**src/rtl/alarm_pkg.sv**
```systemverilog
// Shared types and constants for the alarm scheduler and its slot bank.
// State encodings are plain constants so legacy tools see ordinary vectors.
package alarm_pkg;

    localparam int TIME_W = 6;

    localparam logic [3:0] CHIME_SRC = 4'd15;

    typedef logic [1:0] state_t;

    localparam state_t IDLE   = 2'd0;
    localparam state_t RING   = 2'd1;
    localparam state_t SNOOZE = 2'd2;

    typedef struct packed {
        logic [TIME_W-1:0] hour;
        logic [TIME_W-1:0] minute;
        logic [TIME_W-1:0] second;
    } hms_t;

endpackage

```
**src/rtl/alarm_slot_bank.sv**
```systemverilog
// Programmable alarm slots: stored time + enable per slot and a per-slot
// match against the current time. Priority selection lives in the parent.
module alarm_slot_bank
    import alarm_pkg::*;
#(
    parameter int NUM_ALARMS = 4
) (
    input  logic                  CLK_50,
    input  logic                  RST_N,
    input  logic                  set_valid,
    input  logic [2:0]            set_idx,
    input  hms_t                  set_time,
    input  logic                  set_enable,
    input  hms_t                  now,
    output logic [NUM_ALARMS-1:0] slot_match,
    output logic [NUM_ALARMS-1:0] slot_enabled
);

    hms_t                  time_q [NUM_ALARMS];
    hms_t                  time_d [NUM_ALARMS];
    logic [NUM_ALARMS-1:0] enable_q;
    logic [NUM_ALARMS-1:0] enable_d;

    // An index outside the bank never equals any loop value, so it is dropped.
    always_comb begin
        // NOTE: every variable gets its hold value first, so no path can infer a latch.
        time_d   = time_q;
        enable_d = enable_q;
        for (int i = 0; i < NUM_ALARMS; i++) begin
            if (set_valid && (set_idx == 3'(i))) begin
                time_d[i]   = set_time;
                enable_d[i] = set_enable;
            end
        end
    end

    always_ff @(posedge CLK_50 or negedge RST_N) begin
        if (!RST_N) begin
            // NOTE: the slot array is reset as well; a stale time must never ring after power-up.
            for (int i = 0; i < NUM_ALARMS; i++) begin
                time_q[i] <= '0;
            end
            enable_q <= '0;
        end else begin
            // NOTE: non-blocking updates so every flop sees pre-edge values.
            time_q   <= time_d;
            enable_q <= enable_d;
        end
    end

    // Matches use the registered contents, so a write on a tick cycle compares old data.
    always_comb begin
        slot_match = '0;
        for (int i = 0; i < NUM_ALARMS; i++) begin
            slot_match[i] = enable_q[i] && (time_q[i] == now);
        end
    end

    assign slot_enabled = enable_q;

endmodule

```
**src/rtl/alarm_scheduler.sv**
```systemverilog
// Multi-slot alarm controller: picks the ringing source on each one-second
// tick and runs the IDLE / RING / SNOOZE sequence for the sample player.
module alarm_scheduler
    import alarm_pkg::*;
#(
    parameter int NUM_ALARMS     = 4,
    parameter int RING_SECONDS   = 7,
    parameter int SNOOZE_SECONDS = 300,
    parameter int CHIME_EN       = 1
) (
    input  logic                  CLK_50,
    input  logic                  RST_N,
    input  logic                  one_second_tick,
    input  logic [TIME_W-1:0]     hour,
    input  logic [TIME_W-1:0]     minute,
    input  logic [TIME_W-1:0]     second,
    input  logic                  set_valid,
    input  logic [2:0]            set_idx,
    input  logic [TIME_W-1:0]     set_hour,
    input  logic [TIME_W-1:0]     set_minute,
    input  logic [TIME_W-1:0]     set_second,
    input  logic                  set_enable,
    input  logic                  stop,
    input  logic                  snooze,
    output logic                  ringing,
    output logic [3:0]            ring_src,
    output logic [7:0]            ring_count,
    output logic [NUM_ALARMS-1:0] slot_enabled
);

    localparam logic [7:0]  RING_MAX    = 8'(RING_SECONDS);
    localparam logic [11:0] SNOOZE_INIT = 12'(SNOOZE_SECONDS);

    state_t      state_q,      state_d;
    logic [3:0]  ring_src_q,   ring_src_d;
    logic [7:0]  ring_count_q, ring_count_d;
    logic [11:0] snooze_cnt_q, snooze_cnt_d;

    hms_t                  now;
    hms_t                  set_time;
    logic [NUM_ALARMS-1:0] slot_match;
    logic                  chime_hit;
    logic                  hit;
    logic [3:0]            winner;

    assign now      = '{hour: hour, minute: minute, second: second};
    assign set_time = '{hour: set_hour, minute: set_minute, second: set_second};

    alarm_slot_bank #(
        .NUM_ALARMS (NUM_ALARMS)
    ) u_slot_bank (
        .CLK_50       (CLK_50),
        .RST_N        (RST_N),
        .set_valid    (set_valid),
        .set_idx      (set_idx),
        .set_time     (set_time),
        .set_enable   (set_enable),
        .now          (now),
        .slot_match   (slot_match),
        .slot_enabled (slot_enabled)
    );

    // Scanning downward lets the lowest matching slot overwrite the chime default.
    always_comb begin
        winner = CHIME_SRC;
        for (int i = NUM_ALARMS - 1; i >= 0; i--) begin
            if (slot_match[i]) begin
                winner = 4'(i);
            end
        end
        chime_hit = (CHIME_EN != 0) && (minute == 6'd59) && (second == 6'd59);
        hit       = one_second_tick && ((|slot_match) || chime_hit);
    end

    // Within each state: stop beats snooze beats tick/match.
    always_comb begin
        state_d      = state_q;
        ring_src_d   = ring_src_q;
        ring_count_d = ring_count_q;
        snooze_cnt_d = snooze_cnt_q;
        case (state_q)
            IDLE: begin
                if (hit) begin
                    state_d      = RING;
                    ring_count_d = 8'd1;
                    ring_src_d   = winner;
                end
            end
            RING: begin
                if (stop) begin
                    state_d      = IDLE;
                    ring_count_d = '0;
                end else if (snooze) begin
                    state_d      = SNOOZE;
                    ring_count_d = '0;
                    snooze_cnt_d = SNOOZE_INIT;
                end else if (hit) begin
                    ring_count_d = 8'd1;
                    ring_src_d   = winner;
                end else if (one_second_tick) begin
                    if (ring_count_q >= RING_MAX) begin
                        state_d      = IDLE;
                        ring_count_d = '0;
                    end else begin
                        ring_count_d = ring_count_q + 8'd1;
                    end
                end
            end
            SNOOZE: begin
                if (stop) begin
                    state_d      = IDLE;
                    snooze_cnt_d = '0;
                end else if (hit) begin
                    state_d      = RING;
                    ring_count_d = 8'd1;
                    ring_src_d   = winner;
                    snooze_cnt_d = '0;
                end else if (one_second_tick) begin
                    if (snooze_cnt_q <= 12'd1) begin
                        state_d      = RING;
                        ring_count_d = 8'd1;
                        snooze_cnt_d = '0;
                    end else begin
                        snooze_cnt_d = snooze_cnt_q - 12'd1;
                    end
                end
            end
            default: begin
                state_d      = IDLE;
                ring_count_d = '0;
                snooze_cnt_d = '0;
            end
        endcase
    end

    always_ff @(posedge CLK_50 or negedge RST_N) begin
        if (!RST_N) begin
            state_q      <= IDLE;
            ring_src_q   <= '0;
            ring_count_q <= '0;
            snooze_cnt_q <= '0;
        end else begin
            state_q      <= state_d;
            ring_src_q   <= ring_src_d;
            ring_count_q <= ring_count_d;
            snooze_cnt_q <= snooze_cnt_d;
        end
    end

    assign ringing    = (state_q == RING);
    assign ring_src   = ring_src_q;
    assign ring_count = ring_count_q;

endmodule

```
**config.mk**
```make
export PLATFORM = sky130hd
export DESIGN_NAME = alarm_scheduler
export DESIGN_NICKNAME = d
export VERILOG_FILES = /design/src/rtl/alarm_pkg.sv /design/src/rtl/alarm_slot_bank.sv /design/src/rtl/alarm_scheduler.sv
export SDC_FILE = /design/constraint.sdc
export NUM_CORES = 1
export LEC_CHECK = 0
export ABC_AREA = 1
export BUFFER_PORTS_ARGS = -buffer_cell sky130_fd_sc_hd__buf_2
export CORE_ASPECT_RATIO = 1.4
export CORE_MARGIN = 1
export CORE_UTILIZATION = 45
export CTS_CLUSTER_SIZE = 14
export DETAILED_ROUTE_END_ITERATION = 16
export RECOVER_POWER = 100
export SETUP_SLACK_MARGIN = 0.5
export SYNTH_ARGS = -nofsm -noshare
export SYNTH_HDL_FRONTEND = slang
export SYNTH_SLANG_ARGS = --single-unit
```
**constraint.sdc**
```tcl
create_clock -name CLK_50 -period 2.1 [get_ports CLK_50]
set_input_delay 0.105 -clock CLK_50 [delete_from_list [all_inputs] [get_ports CLK_50]]
set_output_delay 0.105 -clock CLK_50 [all_outputs]
set_load 0.005 [all_outputs]
```
==> run summary, run 1 <==
Per report_power, the combinational group accounts for 38.8% of the total. The initial antenna violation count came to 0. The number of fillers in the final layout came out at 1425. Data on the critical path is required at its endpoint by 2.39 ns.

In this run the most critical hold path is launched from set_hour[4]. Sorting the synthesized cells by how often they occur yields nand2_1 (385), inv_1 (136), nor2_1 (109). The register bit count reported by yosys came out at 101. For this design, the slowest cell found on the critical path is dfrtp_2.

The count of nets left with antenna violations after detail routing is 0. The max-slew violation count came out at 0. The flow ran to the end, and the final reports show no timing, DRC or antenna violations. Broken down by cell family, the worst path's largest delay share belongs to simple AND/OR/NAND/NOR gates. The worst clock skew came out at 0.0128 ns. The starting density of the core came out at 46.2%.

The die area came out at 14300 sq um. The tightest slew margin relative to the limit came out at 30.5%. Sorting the synthesized cells by area gives the leading types as dfrtp_1 (41%), nand2_1 (23%), inv_1 (8.2%), o21ai_0 (6.7%), nor2_1 (6.6%). The sum of buffers and inverters on the critical path came out at 4.

The placed wire-length estimate after detailed placement is 13.8 mm. The relative area change from synthesis to final layout is 19.5%. The number of antenna diodes came out at 0. The sequential power share is 37.6%. The sink of the worst hold path is u_slot_bank.time_q[16]$_DFFE_PN0P_.

Setup repair after global routing could not meet its margin everywhere. The flip-flop cell with the highest count after synthesis is dfrtp_1. The die is 101 microns wide. The share of cells above drive strength 1 came out at 18.2%. The path class of the tightest hold or removal check is in -> reg.

The leakage power figure came out at 4.14 nW. The maximum number of pins on one net before global-route repair is 46. The global-route total usage across every layer is 26.8%. Input and output buffers added on the ports amount to 62.

The cell area that synthesis handed to floorplanning was 6220 sq um. The endpoint of the lowest-slack register-to-register path is snooze_cnt_q[7]$_DFFE_PN0P_. The final RePlAce weighted congestion came out at 0.950. The area of placed instances came out at 6880 sq um. Dividing the detail-routed wire length by the instance count gives 14.6 microns.

The first-pass GRT wire length is 28.4 mm. The clock network latency to the later pin of the worst-skew pair is 0.36 ns. After detailed routing, the number of remaining DRC violations is 0.

Counting I/O delays and the setup requirement, the final critical path takes 1.98 ns. The total clock sinks came out at 101. The number of global-route vias before repair came out at 5655.

In the post-synthesis netlist, the cell with the most instances is nand2_1. Summed over all instances, the cell type with the most area after synthesis is dfrtp_1. For this run, the top clock speed supported by timing is 0.505 GHz. The number of violations reported at the end of detailed-routing iteration 0 is 401.

In this run the critical register-to-register path is launched from state_q[0]$_DFFE_PN0P_. The internal reg-to-reg setup slack is 0.12 ns. The logic depth of the worst register-to-register path came out at 10. The peak per-stage delay on the critical path is 0.40 ns.

The detailed-route via count is 5920. The share of Yosys cell area claimed by the top area cell type is 40.6%. The maximum vdd drop is 0.666 mV. The core area is 13500 sq um. The number of violations of the max-capacitance limit is 0. The number of synthesized flops with an enable pin came out at 0.

The power share of the clock group is 23.6%. The sequential-to-total area share from yosys stat is 40.6%. The storage element area is 2530 sq um. The synthesized area per cell is 6.52 sq um. The setup path with the least slack is of type reg -> reg. The proportion of register bits with asynchronous set or reset after synthesis came out at 100%. The hold path depth is 3. The clock buffer count from CTS came out at 9. TritonCTS built the clock tree. The internal power of the cells is 4.23 mW. The final net count is 1095. In this run the vertical extent of the chip is 141 microns.

The slew at the pin closest to its max-slew limit came out at 1.04 ns. The critical path crosses 10 cells after its start point. The power density over the cells is 942 nW/um^2. In the routed layout, each cell is associated on average with a via count of 4.82. During synthesis, Yosys emitted a total of 0 warnings.

The final-report hold violation count is 0. The final standard cell area without fillers came out at 7430 sq um. The H-tree generated during clock tree synthesis spans 3 levels. 63 I/O pins were placed.

The clock slew at the register clock pins of the worst setup and hold paths came out at 0.08 ns. The net count after synthesis is 1008. Along the worst path, the maximum fanout reaches 6. Traced cell by cell, the critical path runs through clkbuf_1 -> ha_4 -> nand2_2 -> inv_2 -> nor4_4 -> inv_1 -> nor2_4 -> nand4_4 -> clkbuf_16 -> o22ai_1. The fraction of the cycle the final worst path needs came out at 94.3%. The tree is rooted in a clkbuf_16. The floorplan has 50 rows.

The multi-input combinational cell area is 3260 sq um. The capturing element type of the critical path is a flip-flop. For this run the aggregate overflow at the end of global routing stands at 0. The count of cell types in the netlist came out at 35. The number of buffers on the longest clock path came out at 2. The sum of routed wire length over all layers came out at 17.9 mm.

Tracing the worst setup path back leads to its startpoint at state_q[0]$_DFFE_PN0P_. For this design the total switching power over the nets is 2.77 mW. The number of cells produced by synthesis came out at 954.

The worst endpoint data arrival time came out at 2.27 ns. The switching share of power is 39.6%. The final setup violation count came out at 0. The first TritonRoute pass finished after 5 iterations. The final sum of negative setup slack came out at 0 ns. STA classifies the critical path startpoint as a flip-flop.
how the worst max path moves through the flow:
stage	end	slack [ns]
finish	snooze_cnt_q[7]$_DFFE_PN0P_	0.12
global route	ring_count[3]$_DFFE_PN0P_	0.03
CTS	ring_count[7]$_DFFE_PN0P_	0.23
detailed placement	snooze_cnt_q[4]$_DFFE_PN0P_	0.06
global placement	snooze_cnt_q[4]$_DFFE_PN0P_	0.09
floorplan	snooze_cnt_q[7]$_DFFE_PN0P_	0.27
layer usage:
metal | vias to the layer above | wire, microns | global-route usage (%)
li1 | 3079 | - | -
met1 | 2635 | 7140 | 30.0
met2 | 156 | 9180 | 47.6
met3 | 50 | 712 | 4.91
met4 | 0 | 868 | 13.8
met5 | - | 0 | 0
kinds of logic after synthesis:
| logic type | share of synthesized area (%) |
|---|---|
| AOI/OAI and AO/OA | 8.87 |
| xor gates and xnor gates | 2.11 |
| adders and majority gates | 1.61 |
| buffers and inverters | 10.4 |
| DFF | 40.6 |
| and+or+nand+nor | 36.4 |
cells in the final DEF (no fill, tap or decap), drive strengths merged, types with 4 or more instances in the layout:
master | Yosys | routed
a21oi | 4 | 4
nor2 | 113 | 113
nor4 | 7 | 7
xnor2 | 5 | 5
ha | 8 | 8
buf | 2 | 77
o21bai | 4 | 4
nand4 | 11 | 11
dfrtp | 101 | 101
clkbuf | 16 | 26
nand3 | 32 | 32
nor3 | 4 | 4
o22ai | 5 | 5
o21ai | 85 | 85
xor2 | 10 | 10
inv | 150 | 154
nand2 | 389 | 389
worst min-delay path: stages:
cell     delay [ns]
buf_2          0.07
inv_1          0.05
o21ai_0        0.14
cell type report:
class,count,share of cell area [%]
Multi-Input combinational cell,684,43.9
Inverter,151,7.65
Timing Repair Buffer,94,7.43
Clock inverter,6,0.691
Sequential cell,101,34.0
Clock buffer,10,3.22
Tap cell,182,3.07
registers in the layout, indices dropped and copies added, names as in the netlist:
register,count
ring_count,8
ring_src,3
snooze_cnt_q,12
state_q,2
u_slot_bank.slot_enabled,4
u_slot_bank.time_q,72
what timing repair did:
item | in CTS | in global routing
gates cloned | 0 | 1
gates resized for setup | 25 | 34
hold endpoints to repair | 33 | 0
setup endpoints to repair | 25 | 25
hold buffers | 1 | 0
pin swaps | 6 | 24
setup buffers | 5 | 7
metrics by stage:
step                      hold WS (ns)  std cells  worst slack (ns)  utilization (%)  total power, mW
after CTS                       0.0389       1220             0.231             54.3             6.95
final                           0.0443       1228             0.119             55.2             7.00
after global routing            0.0530       1228            0.0331             55.2             7.52
after detailed placement        0.0912       1198            0.0567             51.1             5.14
after floorplan                 -0.191        954             0.268                -             4.32
after global placement          0.0967       1198            0.0912             51.1             5.12
power by group through the flow:
stage	Sequential, mW	Combinational [mW]	Clock [mW]
floorplan	2.57	1.75	0
global placement	2.67	2.45	0
detailed placement	2.67	2.47	0
CTS	2.63	2.63	1.69
global route	2.67	3.08	1.77
finish	2.63	2.72	1.65
(Power assumes the default switching activity.)
==> run 2: changes to the inputs <==
--- a/config.mk
+++ b/config.mk
@@ -5,7 +5,6 @@
 export SDC_FILE = /design/constraint.sdc
 export NUM_CORES = 1
 export LEC_CHECK = 0
-export ABC_AREA = 1
 export BUFFER_PORTS_ARGS = -buffer_cell sky130_fd_sc_hd__buf_2
 export CORE_ASPECT_RATIO = 1.4
 export CORE_MARGIN = 1
==> run summary, run 2 <==
Setup violations remaining at the end of the flow were counted as 22. The final setup slack of the worst path came out at -0.292 ns. For the worst setup path, the data required time is 2.33 ns.

Counting the buffers created by CTS gives 9. The run finished, with violations left. In this run the deepest clock path goes through 2 buffers. The relative area change from synthesis to final layout is 27.9%.

The clock network latency to the later pin of the worst-skew pair is 0.35 ns. The final net count is 617. The maximum vdd drop came out at 0.534 mV. The worst setup slack after placement is -0.239 ns. The switching share of power came out at 32.7%. In this run, synthesis inferred 0 flip-flops with an integrated enable. The power share of the clock group came out at 24.2%. The final RePlAce weighted congestion came out at 0.900. Among all cell types in the netlist, the one instantiated most often is dfrtp_1.

The sum of internal, switching and leakage power came out at 7.00 mW. The core area came out at 11300 sq um. Using the TritonRoute via totals, the vias-per-cell ratio works out to 5.38.

The simple-gate portion of the synthesized area is 11.2%. The sum of routed wire length over all layers came out at 12.8 mm. The final standard cell area without fillers is 6710 sq um. The initial antenna violation count came out at 0. The worst endpoint data arrival time is 2.62 ns. The total clock sinks came out at 101. In the layout the commonest cells are dfrtp_1 (101), mux2_2 (77), xnor2_1 (63).

Of all cell types, the one taking the most synthesized area is dfrtp_1. STA classifies the critical path startpoint as a flip-flop. The final reports fail on negative setup slack. The slew at the pin closest to its max-slew limit is 1.25 ns. The worst clock skew came out at 0.00697 ns.

The flip-flop count of the largest register, all copies and words added is 72. The total global routing overflow is 0. The count of TritonRoute iterations in the first routing pass came out at 4. The share of Yosys cell area claimed by the top area cell type came out at 48.2%. The global-route total usage across every layer came out at 22.5%. The die area came out at 12100 sq um. The count of cell types in the netlist came out at 48. The highest clock rate came out at 0.418 GHz. The I/O pin total came out at 63. The number of cells in the design after placement is 681. The slowest stage of the critical path is the or4_4 cell. The number of global-route vias before repair is 4045. The area of placed instances came out at 6020 sq um. The leakage power figure came out at 2.94 nW. The fraction of the cycle the final worst path needs is 114%. The area share of fa/ha/maj cells after synthesis came out at 1.91%. Across all layers, the routed design uses 3833 vias.

The placed wire-length estimate after detailed placement is 9.36 mm. The critical path goes through or4_4 -> nor3_4 -> o2111ai_2 -> buf_4 -> a211o_1 -> a22o_4 -> o21ba_4 -> o22ai_2. The vertical extent of the die came out at 130 microns. In the final layout, the share of cells above drive strength 1 is 47.0%. The number of antenna diodes came out at 0. For this design the ratio of total power to cell area is 1040 nW/um^2. The final-report hold violation count came to 0. The first global-routing pass estimated 20.5 mm of wire.

The width of the chip came out at 93.3 microns. The sequential power share is 37.7%. TritonCTS built the clock tree. The count of nets left with antenna violations after detail routing is 0.

The net count after synthesis came out at 508. The per-cell routed wire length is 17.9 microns. The multiplexer share of the synthesized area came out at 17.3%.

The synthesized netlist devotes 6.08% of its cell area to compound gates. The final critical-path required period is 2.39 ns. After synthesis, the largest family of logic cells by area is multiplexers. After detailed routing, the number of remaining DRC violations is 0.

The H-tree generated during clock tree synthesis spans 3 levels. The register bit count reported by yosys is 101. The internal power of the cells is 4.71 mW. The min-delay analysis places its worst path in the category in -> reg. More flip-flops sit in one register than any other, and that register is u_slot_bank.time_q. The analysis attributes to net switching a power of 2.29 mW.

The area share of xor/xnor cells in the synthesized design is 12.0%. The number of input and output port buffers inserted is 62. The number of warnings printed during yosys synthesis is 0.

In the synthesized netlist the dominant register cell turns out to be dfrtp_1. The number of violations of the max-capacitance limit came out at 0. The number of violations reported at the end of detailed-routing iteration 0 is 129. In this run the worst path has a maximum fanout of 6. The non-filler instance count after layout came out at 712. Leaving out fill and tap cells, the most frequent cell in the layout is dfrtp_1. The number of cells produced by synthesis is 454.

The max-slew violation count came out at 0. The cell row count came out at 46. Yosys attributes the largest share of cell area to dfrtp_1 (48%), mux2_2 (17%), xnor2_1 (12%), nand4_1 (2.3%), ha_1 (1.9%). The initial utilization of the core area, before any placement, comes to 46.3%.

The combinational power share is 38.0%. Sequential cells were found to cover 48.2% of the synthesized design area. After synthesis the cells add up to 5250 sq um.

In the synthesized netlist, the cells that appear most often are dfrtp_1 (101), mux2_2 (77), xnor2_1 (72). The peak per-stage delay on the critical path came out at 0.56 ns. Entering global routing, the biggest net connects 46 pins. The tightest slew margin relative to the limit is 16.9%. The critical path class is reg -> reg. After clock tree synthesis, the clock-pin slew on the worst setup and hold paths is 0.07 ns. Setup repair after global routing could not meet its margin everywhere. Each instance of the synthesized netlist takes up on average 11.6 sq um. The worst setup path is captured at a flip-flop. The proportion of register bits with asynchronous set or reset after synthesis came out at 100%.

The root buffer cell chosen for the clock tree is clkbuf_16.
## run 2: power groups by stage
| stage | clock (mW) | combinational (mW) | sequential, mW |
|---|---|---|---|
| 6_report | 1.70 | 2.66 | 2.64 |
| 5_1_grt | 1.81 | 2.90 | 2.70 |
| 4_1_cts | 1.74 | 2.46 | 2.63 |
| 3_5_place_dp | 0 | 2.25 | 2.66 |
| 3_3_place_gp | 0 | 2.21 | 2.64 |
| 2_1_floorplan | 0 | 1.58 | 2.61 |
## run 2: path summary, 6_finish.rpt
| kind | from | endpoint | slack (ns) | depth (start not counted) |
|---|---|---|---|---|
| worst min-delay path | set_minute[0] | u_slot_bank.time_q[6]$_DFFE_PN0P_ | 0.03 | 2 |
| max in group asynchronous | RST_N | u_slot_bank.time_q[7]$_DFFE_PN0P_ | 0.37 | 3 |
| worst max register to register | snooze_cnt_q[7]$_DFFE_PN0P_ | ring_count[2]$_DFFE_PN0P_ | -0.29 | 8 |
| min in group asynchronous | RST_N | ring_count[4]$_DFFE_PN0P_ | 0.52 | 2 |
| worst min register to register | snooze_cnt_q[9]$_DFFE_PN0P_ | snooze_cnt_q[9]$_DFFE_PN0P_ | 0.50 | 1 |
| worst max-delay path | snooze_cnt_q[7]$_DFFE_PN0P_ | ring_count[2]$_DFFE_PN0P_ | -0.29 | 8 |
## run 2: what timing repair did
item                                    in CTS  in global routing
hold buffers                                 1                  0
pin swaps                                   20                 14
setup buffers                                9                  5
endpoints found under the hold margin       42                  0
resized for setup                           46                 24
endpoints found under the setup margin      25                 25
## run 2: area by class of cell
type	instances	area [sq um]
clock buffers	13	260
well taps	144	180
inverters	7	26.3
flip-flops and latches	101	2530
fillers	928	4630
clock inverters	3	43.8
multi-input cells	318	2870
repair buffers	126	805
## run 2: stage by stage
step           hold WS [ns]  setup TNS, ns  utilization [%]
2_1_floorplan        -0.191         -0.532                -
3_3_place_gp          0.160          -3.42             53.1
3_5_place_dp          0.159          -3.63             53.1
4_1_cts              0.0230          -1.85             58.2
5_1_grt              0.0357          -4.36             59.2
6_report             0.0302          -3.11             59.2
## run 2: logic make-up after synthesis
group                      after synthesis
and+or+nand+nor                        112
buffers and inverters                   35
adders and majority gates                8
AOI/OAI and AO/OA                       45
DFF                                    101
muxes                                   81
xor gates and xnor gates                72
## run 2: routing by layer
metal  routed length (microns)  vias up  GRT usage, %
met3                       396       27          3.26
met1                      5230     1888          26.2
met2                      6700       93          40.2
met4                       438        0          11.6
li1                          -     1825             -
met5                         0        -             0
## run 2: critical path: cells and delay by family (launching register included)
kind	cells	cell delay (ns)
AOI/OAI and AO/OA	5	1.01
buffers and inverters	1	0.17
DFF	1	0.39
and+or+nand+nor	2	0.72
